File: src/rtl/pod_pkg.sv
// Shared types and helpers for the pod-memory write-port arbiter.
package pod_pkg;

  typedef enum logic {
    ST_IDLE,
    ST_GRANT
  } arb_state_t;

  localparam int N_REQ_DEFAULT = 5;
  localparam int REQ_IDX_RING  = 4;
  localparam int RR_IDX_W      = $clog2(N_REQ_DEFAULT);

  // Reference round-robin pick for the default requester count: first valid
  // index at or after ptr, wrapping. Returns ptr when nothing is valid.
  function automatic logic [RR_IDX_W-1:0] rr_pick(
    input logic [N_REQ_DEFAULT-1:0] valid,
    input logic [RR_IDX_W-1:0]      ptr
  );
    logic [RR_IDX_W-1:0] pick;
    logic                found;
    int                  idx;
    pick  = ptr;
    found = 1'b0;
    for (int i = 0; i < N_REQ_DEFAULT; i++) begin
      idx = (int'(ptr) + i) % N_REQ_DEFAULT;
      if (!found && valid[idx]) begin
        pick  = RR_IDX_W'(idx);
        found = 1'b1;
      end
    end
    return pick;
  endfunction

endpackage

File: src/rtl/rr_pick_n.sv
// Combinational round-robin picker: rotate the valid vector so the pointer
// sits at bit 0, priority-encode the lowest set bit, then rotate back.
module rr_pick_n #(
  parameter int N  = 5,
  parameter int IW = (N > 1) ? $clog2(N) : 1
) (
  input  logic [N-1:0]  valid,
  input  logic [IW-1:0] ptr,
  output logic [IW-1:0] pick,
  output logic          any_valid
);

  logic [2*N-1:0] doubled;
  logic [N-1:0]   rotated;
  logic [IW-1:0]  offset;
  logic [IW:0]    sum;

  // Rotate, find the first requester at or after ptr, and map it back to an index
  always_comb begin
    doubled = {valid, valid};
    rotated = N'(doubled >> ptr);
    offset  = '0;
    for (int i = N - 1; i >= 0; i--) begin
      if (rotated[i]) offset = IW'(i);
    end
    sum = {1'b0, ptr} + {1'b0, offset};
    if (sum >= (IW+1)'(N)) sum = sum - (IW+1)'(N);
    pick      = sum[IW-1:0];
    any_valid = |valid;
  end

endmodule

File: src/rtl/pod_wport_arbiter.sv
// Round-robin, burst-aware arbiter sharing one pod-memory BRAM write port.
// Whole bursts are granted up to MAX_BURST beats; one IDLE bubble separates
// grants. Accepted beats reach the BRAM port one cycle later.
module pod_wport_arbiter
  import pod_pkg::*;
#(
  parameter int N_REQ     = N_REQ_DEFAULT,
  parameter int D_W       = 64,
  parameter int ADDR_W    = 14,
  parameter int MAX_BURST = 8
) (
  input  logic                       clk,
  input  logic                       rst,
  input  logic [N_REQ-1:0]           req_valid,
  input  logic [N_REQ-1:0]           req_last,
  input  logic [N_REQ*ADDR_W-1:0]    req_addr,
  input  logic [N_REQ*D_W-1:0]       req_data,
  output logic [N_REQ-1:0]           req_ready,
  output logic                       mem_w_en,
  output logic [ADDR_W-1:0]          mem_w_addr,
  output logic [D_W-1:0]             mem_w_data,
  output logic [$clog2(N_REQ)-1:0]   grant_id,
  output logic                       busy
);

  localparam int GW    = $clog2(N_REQ);
  localparam int CNT_W = $clog2(MAX_BURST + 1);

  arb_state_t       state;
  arb_state_t       state_nxt;
  logic [GW-1:0]    rr_ptr;
  logic [GW-1:0]    rr_nxt;
  logic [CNT_W-1:0] beat_cnt;
  logic [GW-1:0]    pick;
  logic             any_valid;
  logic             accept;
  logic             leave;

  rr_pick_n #(
    .N  (N_REQ),
    .IW (GW)
  ) u_pick (
    .valid     (req_valid),
    .ptr       (rr_ptr),
    .pick      (pick),
    .any_valid (any_valid)
  );

  assign busy   = (state == ST_GRANT);
  assign rr_nxt = (grant_id == GW'(N_REQ - 1)) ? '0 : grant_id + 1'b1;

  // Next state, ready to the granted requester, and burst termination
  always_comb begin
    state_nxt = state;
    req_ready = '0;
    accept    = 1'b0;
    leave     = 1'b0;
    case (state)
      ST_IDLE: begin
        if (any_valid) state_nxt = ST_GRANT;
      end
      ST_GRANT: begin
        req_ready[grant_id] = 1'b1;
        accept = req_valid[grant_id];
        if (!accept || req_last[grant_id] || (beat_cnt == CNT_W'(MAX_BURST - 1))) begin
          leave     = 1'b1;
          state_nxt = ST_IDLE;
        end
      end
      default: state_nxt = ST_IDLE;
    endcase
  end

  // FSM state, granted requester, beat counter and round-robin pointer
  always_ff @(posedge clk or negedge rst) begin
    if (!rst) begin
      state    <= ST_IDLE;
      grant_id <= '0;
      beat_cnt <= '0;
      rr_ptr   <= '0;
    end else begin
      state <= state_nxt;
      if ((state == ST_IDLE) && any_valid) begin
        grant_id <= pick;
        beat_cnt <= '0;
      end else if (accept) begin
        beat_cnt <= beat_cnt + 1'b1;
      end
      if (leave) rr_ptr <= rr_nxt;
    end
  end

  // Register each accepted beat onto the BRAM write port
  always_ff @(posedge clk or negedge rst) begin
    if (!rst) begin
      mem_w_en   <= 1'b0;
      mem_w_addr <= '0;
      mem_w_data <= '0;
    end else begin
      mem_w_en <= accept;
      if (accept) begin
        mem_w_addr <= req_addr[int'(grant_id)*ADDR_W +: ADDR_W];
        mem_w_data <= req_data[int'(grant_id)*D_W +: D_W];
      end
    end
  end

endmodule

File: config.mk
export PLATFORM = sky130hd
export DESIGN_NAME = pod_wport_arbiter
export DESIGN_NICKNAME = d
export VERILOG_FILES = /design/src/rtl/pod_pkg.sv /design/src/rtl/rr_pick_n.sv /design/src/rtl/pod_wport_arbiter.sv
export SDC_FILE = /design/constraint.sdc
export NUM_CORES = 1
export LEC_CHECK = 0
export CAP_MARGIN = 20
export CORE_AREA = 2 2 189 191
export DETAILED_ROUTE_END_ITERATION = 6
export DIE_AREA = 0 0 191 193
export PLACE_DENSITY = 0.64
export SLEW_MARGIN = 20
export SYNTH_ARGS = -nofsm -noshare
export SYNTH_HDL_FRONTEND = slang
export SYNTH_HIERARCHICAL = 1
export SYNTH_SLANG_ARGS = --single-unit
export TNS_END_PERCENT = 5
File: constraint.sdc
create_clock -name clk -period 3.1 [get_ports clk]
set_input_delay 0.465 -clock clk [delete_from_list [all_inputs] [get_ports clk]]
set_output_delay 0.465 -clock clk [all_outputs]
set_load 0.02 [all_outputs]
# Word level (Yosys, flattened, before mapping)
# Cells that the tools add are included.
# totals
register_bits	90
out_inout_bits	88
elab_cells	50
# classes
add_sub_neg	4
mul	1
n_lt_le_gt_ge	3
eq_ne	2
n_shift	3
mux	22
bitwise_logic	1
reduce_logical	7
# op_table
op	count
variable part select 320 x 10 -> 64 bit	1
variable part select 70 x 8 -> 14 bit	1
two-way mux 3 bit	7
right shift 10 x 3 -> 5 bit	1
two-way mux 1 bit	8
two-way mux 4 bit	2
binary-select mux 1 bit (select 3 bit)	2
multiplier 3 x 3 -> 6 bit, second input constant	1
two-way mux 5 bit	1
OR reduction 5 bit	1
adder 3 x 3 -> 4 bit	1
adder 4 x 1 -> 4 bit, second input constant	1
equality test 4 x 3 -> 1 bit, second input constant	1
>= comparator 4 x 3 -> 1 bit, second input constant	1
less-than comparator 3 x 4 -> 1 bit, second input constant	1
adder 3 x 1 -> 3 bit, second input constant	1
demux 1 bit (select 3 bit)	1
equality test 3 bit, second input constant	1
>= comparator 3 x 1 -> 1 bit, second input constant	1
subtractor 3 bit, second input constant	1
logical AND 1 bit	2
logical OR 1 bit	2
one-hot mux 1 bit (2 select lines)	1
nonzero test 2 bit	1
2 further kinds	2

# Depth between registers and ports, before layout
# Gate-level depths: netlist of the first run.
# depth
word_depth	9
depth_mapped	16
ltp_nobuf	15

# By module
# The synthesis of the first run kept the hierarchy.
# modules_own_cells
module	n_inst	cells_per_inst	area_each_um2
pod_wport_arbiter	1	777	6561.3
rr_pick_n	1	64	515.5

# Worst setup path after synthesis of the first run
# OpenSTA, ideal clock, no wires.
# synth_timing
path_type	flip-flop to flip-flop
startpoint	reg rr_ptr[2]
endpoint	reg grant_id[2]
arrival_ns	3.241
required_ns	2.975
slack_ns	-0.265
stages_incl_launch_ff	17
synth_period_minus_slack_ns	3.365
path_cell_list	dfrtp_1 buf_6 inv_1 nor4b_1 o41a_1 o211ai_1 o21ai_1 ha_1 fa_1 inv_1 ha_1 nor2b_1 o21ai_1 a211oi_2 nor2_1 xnor2_1 mux2_2
# synth_via
elab_chain_cells	9
elab_cells_between_ends	10
cone_classes	2 x add/sub; 1 x order compare; 1 x shift; 6 x mux
# synth_lines
item	line	source
start: declaration	pod_wport_arbiter.sv:31	logic [GW-1:0] rr_ptr;
start signal: assignment	pod_wport_arbiter.sv:89	if (leave) rr_ptr <= rr_nxt;
right shift 10 x 3 -> 5 bit	rr_pick_n.sv:21	rotated = N'(doubled >> ptr);
two-way mux 3 bit (5 in a row)	rr_pick_n.sv:24	if (rotated[i]) offset = IW'(i);
adder 3 x 3 -> 4 bit *	rr_pick_n.sv:26	sum = {1'b0, ptr} + {1'b0, offset};
>= comparator 4 x 3 -> 1 bit / subtractor 3 bit (equally long branches)	rr_pick_n.sv:27	if (sum >= (IW+1)'(N)) sum = sum - (IW+1)'(N);
two-way mux 3 bit *	rr_pick_n.sv:27	
named net pick[2]	pod_wport_arbiter.sv:34	logic [GW-1:0] pick;
end signal: assignment	pod_wport_arbiter.sv:84	grant_id <= pick;
end: declaration	pod_wport_arbiter.sv:22	output logic [$clog2(N_REQ)-1:0] grant_id,
# Mark *: on every way through the listed nets, which the timed path passes. The rest lies on a longest branch.
# A chain may end at the register's enable or synchronous reset.

# Worst setup path after layout of the first run
# layout_timing
startpoint	reg rr_ptr[0]
endpoint	reg grant_id[2]
# Same word-level chain as after synthesis.

==> metrics.cfg, run 1 <==
[outcome]
status = finished with violations
violations = setup timing

[setup_path]
rr_worst_depth = 15
crit_start = rr_ptr[0]$_DFFE_PN0P_
crit_type = reg2reg
crit_fanout = 6
setup.worst_path.end_class = flop
cp_data_required_time_ps = 3340
crit_arrival_ps = 3730
cp-start-kind = flop
reg2reg_from = rr_ptr[0]$_DFFE_PN0P_
reg2reg_to = grant_id[2]$_DFFE_PN0P_
r2r_setup_slack_ps = -400

[global_routing]
grt_pass1_vias = 8368
antenna_found_initial = 4
grt_start_max_net_pins = 85
grt_remaining_overflow = 0
gr-usage-all-layers_pct = 17.61
grt_pass1_wl_mm = 48.98

[placement]
place_area_sq_mm = 0.01250
port_buffers = 489
dp.final_hpwl_mm = 26.26
gp_congestion = 0.9052

[power_and_ir_drop]
leakage_nw = 5.052
switchingPower_mw = 5.553
clkPwrFrac_pct = 9.0
p_int_mw = 6.203
power_frac_seq_pct = 18.4
p_comb_share_pct = 72.6
power_density_mw_per_mm2 = 915.2
netSwitchingFraction_pct = 47.24
vdd_ir_drop_max_uv = 732.5

[sta]
slew_headroom_pct = 54.57
fin_crit_ps = 3497
hold_viol = 0
setup_violations = 3
skew_ps = 7.917
fin_crit_sh_pct = 112.8
setup_slack_ps = -397.1
drv_slew = 0
fmax_mhz = 285.9
tns_ps = -1189
worst_pin_slew_ps = 681.4
rsz0062_at_grt = yes

[logic_synthesis]
yosys.area_share.simple_pct = 12.48
synth.avg_cell_area_sq_um = 8.415
seq_area_frac_synth_pct = 31.82
ys_types = 54
muxShareOfSynthArea_pct = 13.74
synth_edf_count = 0
synth_xor_area_share_pct = 0.8487
synth-seq-cells = 90
ys_top_cells_by_area = dfrtp_1 (32%), mux2i_1 (12%), o22a_1 (9.8%), a22oi_1 (8.3%), a21oi_1 (6.0%)
synth_top_cell_area_share_pct = 31.82
synth_top_flop_cell = dfrtp_1
synthesis.nets = 1252
syn_inst = 841
synth-compound-area-share_pct = 32.02
yosys-top-cells-count = dfrtp_1 (90), nor2_1 (89), a21oi_1 (85)
yosys.area_share.adder_pct = 1.697
yosysMostFrequentCell = dfrtp_1
synth.largest_area_cell = dfrtp_1
synth_top_family_by_area = compound AO/OA/AOI/OAI gates
async_flop_share_pct = 100.0
synth_area_sq_mm = 0.007077
yosysWarnings = 6

[drt]
num_vias = 8399
drtAntennaViolNets = 0
viasPerCell = 4.753
routed.top_layer = met5
wl_met2_mm = 17.20
wirelength_met1_mm = 13.35
finalWirelength_mm = 34.25
drt_iter0_markers = 302
wl_met3_mm = 2.823
drc = 0
wl_per_cell_microns = 19.38
drt_pre_antenna_iters = 5

[clocking]
clockBufferDepth = 2
hold_buffers = 0
cts_made_buffers = 9
cts_tree = built
clkLatencyLatePin_ps = 350
cts_sinks = 90
htreeDepth = 3
root_buffer = clkbuf_16
clk_pin_slew_ps = 70

[die]
num_rows = 69
io_pins = 490
die_x_microns = 191
coreArea_sq_mm = 0.03496
die_area_sq_mm = 0.03686
start_util_pct = 20.24
die_y_microns = 193

[layout]
drive_above_1_share_pct = 7.209
final_nets = 1711
design_area_sq_mm = 0.01284
final.fill_count = 3589
final_util_pct = 36.74
syn2layout_area_growth_pct = 81.51
seqCellArea_sq_mm = 0.002265
multi_input_area_sq_mm = 0.004393

[worst_hold_path]
hold_class = in2async

[run]
max_cap_violations = 0

[worst max-delay path by stage]
stage                                         end  slack (ps)
after global placement    grant_id[1]$_DFFE_PN0P_        -830
final                     grant_id[2]$_DFFE_PN0P_        -400
after global routing      grant_id[1]$_DFFE_PN0P_        -500
after CTS                 grant_id[0]$_DFFE_PN0P_        -430
after floorplan           grant_id[2]$_DFFE_PN0P_        -190
after detailed placement  grant_id[0]$_DFFE_PN0P_        -950
[cells by family after synthesis]
logic type	Yosys count
and+or+nand+nor	206
buffers and inverters	94
muxes	94
AOI/OAI and AO/OA	342
adders and majority gates	9
DFF	90
xor gates and xnor gates	6
[state kept, by name, summed over array words and instances (netlist names)]
| signal | flops |
|---|---|
| busy | 1 |
| mem_w_data | 64 |
| beat_cnt | 4 |
| rr_ptr | 3 |
| grant_id | 3 |
| mem_w_addr | 14 |
| mem_w_en | 1 |
[routing by layer]
layer  vias to the layer above  track usage (%)
met3                        37            4.959
met1                      3967            19.48
met5                         -                0
met4                         4            6.857
met2                       371            31.90
li1                       4020                -
[stage by stage]
stage	std cells	total power, mW	setup WS (ps)	hold slack, ps
2_1_floorplan	841	7.376	-190.5	169.4
3_3_place_gp	1746	10.44	-826.2	463.7
3_5_place_dp	1746	10.57	-949.7	469.4
4_1_cts	1763	11.87	-434.3	139.5
5_1_grt	1767	12.64	-500.0	176.2
6_report	1767	11.76	-397.1	124.4
[power groups by stage]
stage	clock network, mW	registers [mW]	logic [mW]
after floorplan	0	2.51	4.87
after detailed placement	0	2.19	8.39
final	1.05	2.16	8.54
after CTS	1.12	2.17	8.58
after global placement	0	2.17	8.28
after global routing	1.15	2.24	9.25
[timing repair]
| action | CTS | global route |
|---|---|---|
| pin swaps | 8 | 4 |
| gates resized for setup | 15 | 2 |
| buffers inserted | 2 | 2 |
| setup endpoints to repair | 3 | 3 |
[placed cells by master, fill, tap and decap left out, types with 7 or more instances in the layout]
master / netlist / routed
o21ai_1: 67 / 65
buf_4: 16 / 39
a21oi_1: 85 / 85
o21ai_0: 19 / 19
clkbuf_16: 0 / 9
buf_12: 0 / 7
dfrtp_1: 90 / 86
o22a_1: 79 / 79
a22oi_1: 78 / 78
nor2_1: 89 / 88
clkdlybuf4s50_1: 0 / 483
nand2_1: 80 / 80
mux2i_1: 84 / 83
[layout make-up]
| cell class | count | area share (%) |
|---|---|---|
| Clock inverter | 3 | 0.1364 |
| Timing Repair Buffer | 534 | 41.35 |
| Tap cell | 461 | 4.491 |
| Clock buffer | 12 | 1.919 |
| Inverter | 8 | 0.2338 |
| Sequential cell | 90 | 17.63 |
| Antenna cell | 2 | 0.03896 |
| Multi-Input combinational cell | 657 | 34.20 |
[critical path, stage by stage, from the launching register on]
cell      delay [ps]
dfrtp_2          470
or4b_1           520
nand4_1          110
o41a_1           200
o21ai_1           80
o21ai_1          150
ha_2             230
fa_1             430
inv_2            130
ha_4             150
nor2b_4          150
nor3b_2           50
a211oi_2         250
nor2_1           100
xnor2_1          130
mux2_2           250
No activity file was read; power rests on OpenSTA's default activity.
==> run 2, diff against run 1 <==
Settings changed: CORE_AREA 2 2 189 191 to 2 2 191 193, DIE_AREA 0 0 191 193 to 0 0 193 195, GPL_TIMING_DRIVEN set to 0, PLACE_DENSITY 0.64 to 0.61, SYNTH_HIERARCHICAL 1 to not set.
==> metrics.cfg, run 2 <==
[outcome]
status = finished with violations
violations = setup timing

[die]
coreArea_sq_mm = 0.03540  ; +1.2%
io_pins = 490  ; unchanged
die_x_microns = 193  ; +1.0%
die_y_microns = 195  ; +1.0%
die_area_sq_mm = 0.03764  ; +2.1%
start_util_pct = 18.09  ; -2.2 points
num_rows = 69  ; unchanged

[logic_synthesis]
yosysMostFrequentCell = dfrtp_1
yosysWarnings = 0  ; -6
synth.largest_area_cell = dfrtp_1
ys_types = 45  ; -17%
seq_area_frac_synth_pct = 35.18  ; +3.4 points
synth_edf_count = 0  ; unchanged
synth_area_sq_mm = 0.006402  ; -9.5%
async_flop_share_pct = 100.0  ; unchanged
synth-seq-cells = 90  ; unchanged
yosys-top-cells-count = dfrtp_1 (90), nand2_1 (88), o21ai_0 (84)
synth.avg_cell_area_sq_um = 11.23  ; +33%
ys_top_cells_by_area = dfrtp_1 (35%), mux4_2 (28%), a22oi_1 (9.1%), o21ai_0 (6.6%), nand2_1 (5.2%)
synth_top_flop_cell = dfrtp_1
synthesis.nets = 981  ; -22%
synth_top_cell_area_share_pct = 35.18  ; +3.4 points
syn_inst = 570  ; -32%

[power_and_ir_drop]
p_int_mw = 6.151  ; -0.83%
vdd_ir_drop_max_uv = 392.3  ; -46%
leakage_nw = 4.792  ; -5.1%
power_density_mw_per_mm2 = 891.6  ; -2.6%
clkPwrFrac_pct = 12.2  ; +3.2 points
netSwitchingFraction_pct = 44.55  ; -2.7 points
power_frac_seq_pct = 18.2  ; -0.2 points
p_comb_share_pct = 69.6  ; -3.0 points
totalPowerFinal_mw = 11.09  ; -5.6%
switchingPower_mw = 4.942  ; -11%

[global_routing]
antenna_found_initial = 3  ; -1
gr-usage-all-layers_pct = 17.90  ; +0.29 points
grt_pass1_wl_mm = 48.55  ; -0.87%
met3_usage_pct = 3.487  ; -1.5 points
grt_pass1_vias = 7582  ; -9.4%
busiest_layer = met2
globalRouteMet1Util_pct = 21.15  ; +1.7 points
grt_start_max_net_pins = 47  ; -45%
grt_remaining_overflow = 0  ; unchanged
met2_usage_pct = 31.93  ; about the same

[clocking]
cts_made_buffers = 9  ; unchanged
clockBufferDepth = 2  ; unchanged
root_buffer = clkbuf_16
clk_pin_slew_ps = 70  ; about the same
htreeDepth = 3  ; unchanged
hold_buffers = 0  ; unchanged
clkLatencyLatePin_ps = 370  ; +20 ps
cts_sinks = 90  ; unchanged
cts_tree = built

[placement]
place_ws_ps = -1071  ; -121.8 ps
gp_congestion = 0.8670  ; -4.2%
dp_cells = 1521  ; -13%
place_area_sq_mm = 0.01192  ; -4.6%
dp.final_hpwl_mm = 28.47  ; +8.4%
port_buffers = 489  ; unchanged

[sta]
worst_pin_slew_ps = 894.2  ; +212.8 ps
fin_crit_ps = 3520  ; +22.96 ps
slew_headroom_pct = 40.39  ; -14 points
tns_ps = -1087  ; +102.6 ps
hold_viol = 0  ; unchanged
fmax_mhz = 284.1  ; -0.65%
setup_slack_ps = -420.1  ; -22.96 ps
drv_slew = 0  ; unchanged
skew_ps = 8.761  ; +0.8440 ps
fin_crit_sh_pct = 113.6  ; +0.74 points
setup_violations = 3  ; unchanged
rsz0062_at_grt = yes
whs_ps = 19.92  ; -104.5 ps

[layout]
drive_above_1_share_pct = 14.60  ; +7.4 points
syn2layout_area_growth_pct = 94.33
regMostFlops = mem_w_data
final_util_pct = 35.15  ; -1.6 points
layout_common_cells = clkdlybuf4s50_1 (482), dfrtp_1 (90), nand2_1 (88)
design_area_sq_mm = 0.01244  ; -3.1%
layout_commonest_cell = clkdlybuf4s50_1
final_cells = 1544  ; -13%
largest_reg_flops = 64  ; unchanged
final_nets = 1488  ; -13%
largest_registers = mem_w_data: 64 flops, mem_w_addr: 14 flops, beat_cnt: 4 flops

[worst_hold_path]
hold_class = in2async

[drt]
drc = 0  ; unchanged
drt_iter0_markers = 302  ; unchanged
drt_pre_antenna_iters = 4  ; -1
wl_per_cell_microns = 22.43  ; +16%
num_vias = 7084  ; -16%
finalWirelength_mm = 34.64  ; +1.1%
viasPerCell = 4.588  ; -3.5%
drtAntennaViolNets = 0  ; unchanged

[setup_path]
cp_data_required_time_ps = 3350  ; about the same
crit_arrival_ps = 3770  ; +40 ps
setup.worst_path.end_class = flop
crit_type = reg2reg
cp-start-kind = flop
crit_fanout = 8  ; +2

[run]
max_cap_violations = 0  ; unchanged

## run 2: changes by cell type in the layout (fill, tap and decap cells not counted), moves of 21 or more
cell / before / now
a21oi_1: 85 / 4
clkbuf_1: 2 / 23
mux2i_1: 83 / 11
mux4_2: 1 / 79
nor2_1: 88 / 5
o21ai_0: 19 / 83
o21ai_1: 65 / 3
o22a_1: 79 / 1
## run 2: power by group through the flow
stage | clock [mW] | sequential [mW] | combinational, mW
final | 1.36 | 2.02 | 7.72
after global routing | 1.45 | 2.09 | 8.38
after CTS | 1.39 | 2.02 | 7.68
after detailed placement | 0 | 2.05 | 7.53
after global placement | 0 | 2.03 | 7.45
after floorplan | 0 | 2.58 | 3.86
## run 2: worst paths after layout
check                                      startpoint                          to  slack (ps)  depth (start not counted)
setup / recovery                rr_ptr[0]$_DFFE_PN0P_     grant_id[1]$_DFFE_PN0P_        -420                         16
hold / removal                                    rst  mem_w_data[41]$_DFFE_PN0P_          20                          1
setup reg to reg                rr_ptr[0]$_DFFE_PN0P_     grant_id[1]$_DFFE_PN0P_        -420                         16
hold reg to reg            mem_w_data[59]$_DFFE_PN0P_  mem_w_data[59]$_DFFE_PN0P_         480                          2
max in group asynchronous                         rst  mem_w_addr[12]$_DFFE_PN0P_        2470                          2
min in group clk           mem_w_data[59]$_DFFE_PN0P_  mem_w_data[59]$_DFFE_PN0P_         480                          2
## run 2: timing repair
| item | 4_1_cts | 5_1_grt |
|---|---|---|
| gates resized for setup | 24 | 9 |
| endpoints found under the setup margin | 8 | 5 |
| pin swaps | 5 | 9 |
| setup buffers | 3 | 4 |
| gates cloned | 0 | 0 |
## run 2: final cells by class
type,instances,area (sq um)
Buffer,57,334.1
Clock buffer,9,225.2
Sequential cell,90,2252
Antenna cell,1,2.502
Multi-Input combinational cell,412,3909
Inverter,10,37.54
Clock inverter,7,123.9
Fill cell,3624,22950
Tap cell,461,576.8
Timing Repair Buffer,497,4981
## run 2: cell families (layout without fill, tap and decap cells)
kind of cell,after synthesis,after routing,synth area share [%]
AOI/OAI and AO/OA,188,188,18.66
xor gates and xnor gates,5,5,0.6841
adders and majority gates,9,9,1.876
buffers and inverters,68,580,5.316
DFF,90,90,35.18
muxes,98,98,30.88
other,0,1,0
and+or+nand+nor,112,112,7.407
## run 2: worst max-delay path: stages, from the launching register on
cell and delay, ps:
dfrtp_1 400, buf_6 150, and3b_1 200, a2111oi_4 320
a21oi_4 80, a21oi_2 140, o32ai_2 110, ha_2 220
fa_1 550, inv_2 60, ha_1 180, and2b_2 240
nor3b_2 50, a211oi_2 180, buf_4 160, mux2i_1 80
mux2_4 270
## run 2: layer usage
metal	share of wire, %	vias up
met2	52	320
met5	0.075	-
met3	6.7	39
li1	-	3238
met1	39	3483
met4	2.7	4
==> run 3, diff against run 2 <==
Settings changed: SKIP_CTS_REPAIR_TIMING set to 1, SLEW_MARGIN 20 to not set.
==> metrics.cfg, run 3 (same netlist as run 2, synthesis figures left out) <==
[layout]
largest_registers = mem_w_data: 64 flops, mem_w_addr: 14 flops, beat_cnt: 4 flops
drive_above_1_share_pct = 14.44  ; -0.16 points
design_area_sq_mm = 0.01243  ; -0.13%
regMostFlops = mem_w_data
final_cells = 1541  ; -0.19%
final_nets = 1486  ; -0.13%
layout_common_cells = clkdlybuf4s50_1 (482), dfrtp_1 (89), nand2_1 (88)
antennaDiodeCount = 0  ; -1
layout_commonest_cell = clkdlybuf4s50_1
syn2layout_area_growth_pct = 94.08
largest_reg_flops = 64  ; unchanged
final_util_pct = 35.10  ; -0.046 points

[clocking]
cts_made_buffers = 9  ; unchanged
root_buffer = clkbuf_16
clkLatencyLatePin_ps = 360  ; about the same
cts_sinks = 90  ; unchanged
htreeDepth = 3  ; unchanged
clockBufferDepth = 2  ; unchanged
cts_tree = built
clk_pin_slew_ps = 70  ; about the same

[global_routing]
grt_pass1_wl_mm = 48.69  ; +0.30%
gr-usage-all-layers_pct = 18.00  ; +0.092 points
antenna_found_initial = 2  ; -1
grt_remaining_overflow = 0  ; unchanged
grt_start_max_net_pins = 47  ; unchanged
grt_pass1_vias = 7559  ; -0.30%

[drt]
num_vias = 7084  ; unchanged
wl_per_cell_microns = 22.59  ; +0.72%
viasPerCell = 4.597  ; +0.19%
drt_pre_antenna_iters = 4  ; unchanged
drt_iter0_markers = 269  ; -11%
finalWirelength_mm = 34.82  ; +0.53%
drtAntennaViolNets = 0  ; unchanged
drc = 0  ; unchanged

[setup_path]
crit_arrival_ps = 3820  ; +50 ps
reg2reg_from = rr_ptr[0]$_DFFE_PN0P_
cp-start-kind = flop
crit_type = reg2reg
crit_fanout = 10  ; +2
rr_worst_depth = 16  ; unchanged
r2r_setup_slack_ps = -470  ; -50 ps
setup.worst_path.end_class = flop
cp_data_required_time_ps = 3350  ; about the same
reg2reg_to = grant_id[1]$_DFFE_PN0P_

[placement]
dp.final_hpwl_mm = 28.49  ; about the same
gp_congestion = 0.8670  ; unchanged
dp_cells = 1521  ; unchanged
port_buffers = 489  ; unchanged
place_area_sq_mm = 0.01192  ; about the same
place_ws_ps = -1057  ; +14.41 ps

[power_and_ir_drop]
vdd_ir_drop_max_uv = 450.1  ; +15%
switchingPower_mw = 4.919  ; -0.47%
netSwitchingFraction_pct = 44.61  ; +0.065 points
p_comb_share_pct = 69.4  ; -0.2 points
power_density_mw_per_mm2 = 887.3  ; -0.48%
leakage_nw = 4.814  ; +0.46%
totalPowerFinal_mw = 11.03  ; -0.61%
power_frac_seq_pct = 18.3  ; about the same
p_int_mw = 6.106  ; -0.73%
clkPwrFrac_pct = 12.2  ; about the same

[worst_hold_path]
hold_class = in2async

[sta]
fin_crit_sh_pct = 115.0  ; +1.5 points
setup_violations = 3  ; unchanged
setup_slack_ps = -465.6  ; -45.50 ps
skew_ps = 9.865  ; +1.104 ps
fin_crit_ps = 3566  ; +45.50 ps
whs_ps = 121.0  ; +101.1 ps
rsz0062_at_grt = yes
drv_slew = 0  ; unchanged
slew_headroom_pct = 39.58  ; -0.81 points
fmax_mhz = 280.5  ; -1.3%
worst_pin_slew_ps = 906.4  ; +12.20 ps
hold_viol = 0  ; unchanged
tns_ps = -1277  ; -190.0 ps

[die]
io_pins = 490  ; unchanged
num_rows = 69  ; unchanged
coreArea_sq_mm = 0.03540  ; unchanged
die_y_microns = 195  ; unchanged
start_util_pct = 18.09  ; unchanged
die_x_microns = 193  ; unchanged
die_area_sq_mm = 0.03764  ; unchanged

[run]
max_cap_violations = 0  ; unchanged

[outcome]
violations = setup timing
status = finished with violations

run 3: area by class of cell:
class	instances	area, sq um
fill	3607	22970
timing repair buffer	495	4972
clock inverter	7	123.9
clock buffer	9	225.2
buffer	57	332.8
multi-input combinational	412	3904
inverter	10	37.54
sequential	90	2253
tap	461	576.8
run 3: how the worst max path moves through the flow:
stage / cells after the start / endpoint / startpoint / slack [ps]
global route: 16 / grant_id[1]$_DFFE_PN0P_ / rr_ptr[2]$_DFFE_PN0P_ / -620
global placement: 1 / mem_w_data[2]$_DFFE_PN0P_ / rst / -2140
CTS: 15 / grant_id[1]$_DFFE_PN0P_ / req_valid[4] / -670
detailed placement: 15 / grant_id[1]$_DFFE_PN0P_ / req_valid[4] / -1060
floorplan: 15 / grant_id[1]$_DFFE_PN0P_ / rr_ptr[0]$_DFFE_PN0P_ / -200
finish: 16 / grant_id[1]$_DFFE_PN0P_ / rr_ptr[0]$_DFFE_PN0P_ / -470
run 3: per-layer routing:
metal  vias up  share of wire, %  routed length, microns  GRT usage (%)
met5         -             0.078                      27              0
met4         4               2.5                     860          5.808
met3        38               6.7                    2334          3.577
met2       323                52                   18050          32.46
met1      3484                39                   13550          21.18
li1       3235                 -                       -              -
run 3: worst max-delay path: stages (launching register included):
cell and delay [ps]:
dfrtp_1 400, buf_6 160, and3b_1 200, a2111oi_4 320, a21oi_4 80, a21oi_2 160, o32ai_2 100, ha_2 220
fa_1 570, inv_2 70, ha_1 180, and2b_1 230, o21ai_2 70, a211oi_2 210, buf_4 160, mux2i_1 80
mux2_2 260
run 3: power groups by stage:
stage | Combinational (mW) | Sequential (mW) | Clock [mW]
after global placement | 7.45 | 2.03 | 0
after floorplan | 3.86 | 2.58 | 0
final | 7.66 | 2.02 | 1.35
after global routing | 8.35 | 2.09 | 1.45
after detailed placement | 7.55 | 2.04 | 0
after CTS | 7.56 | 2.03 | 1.39
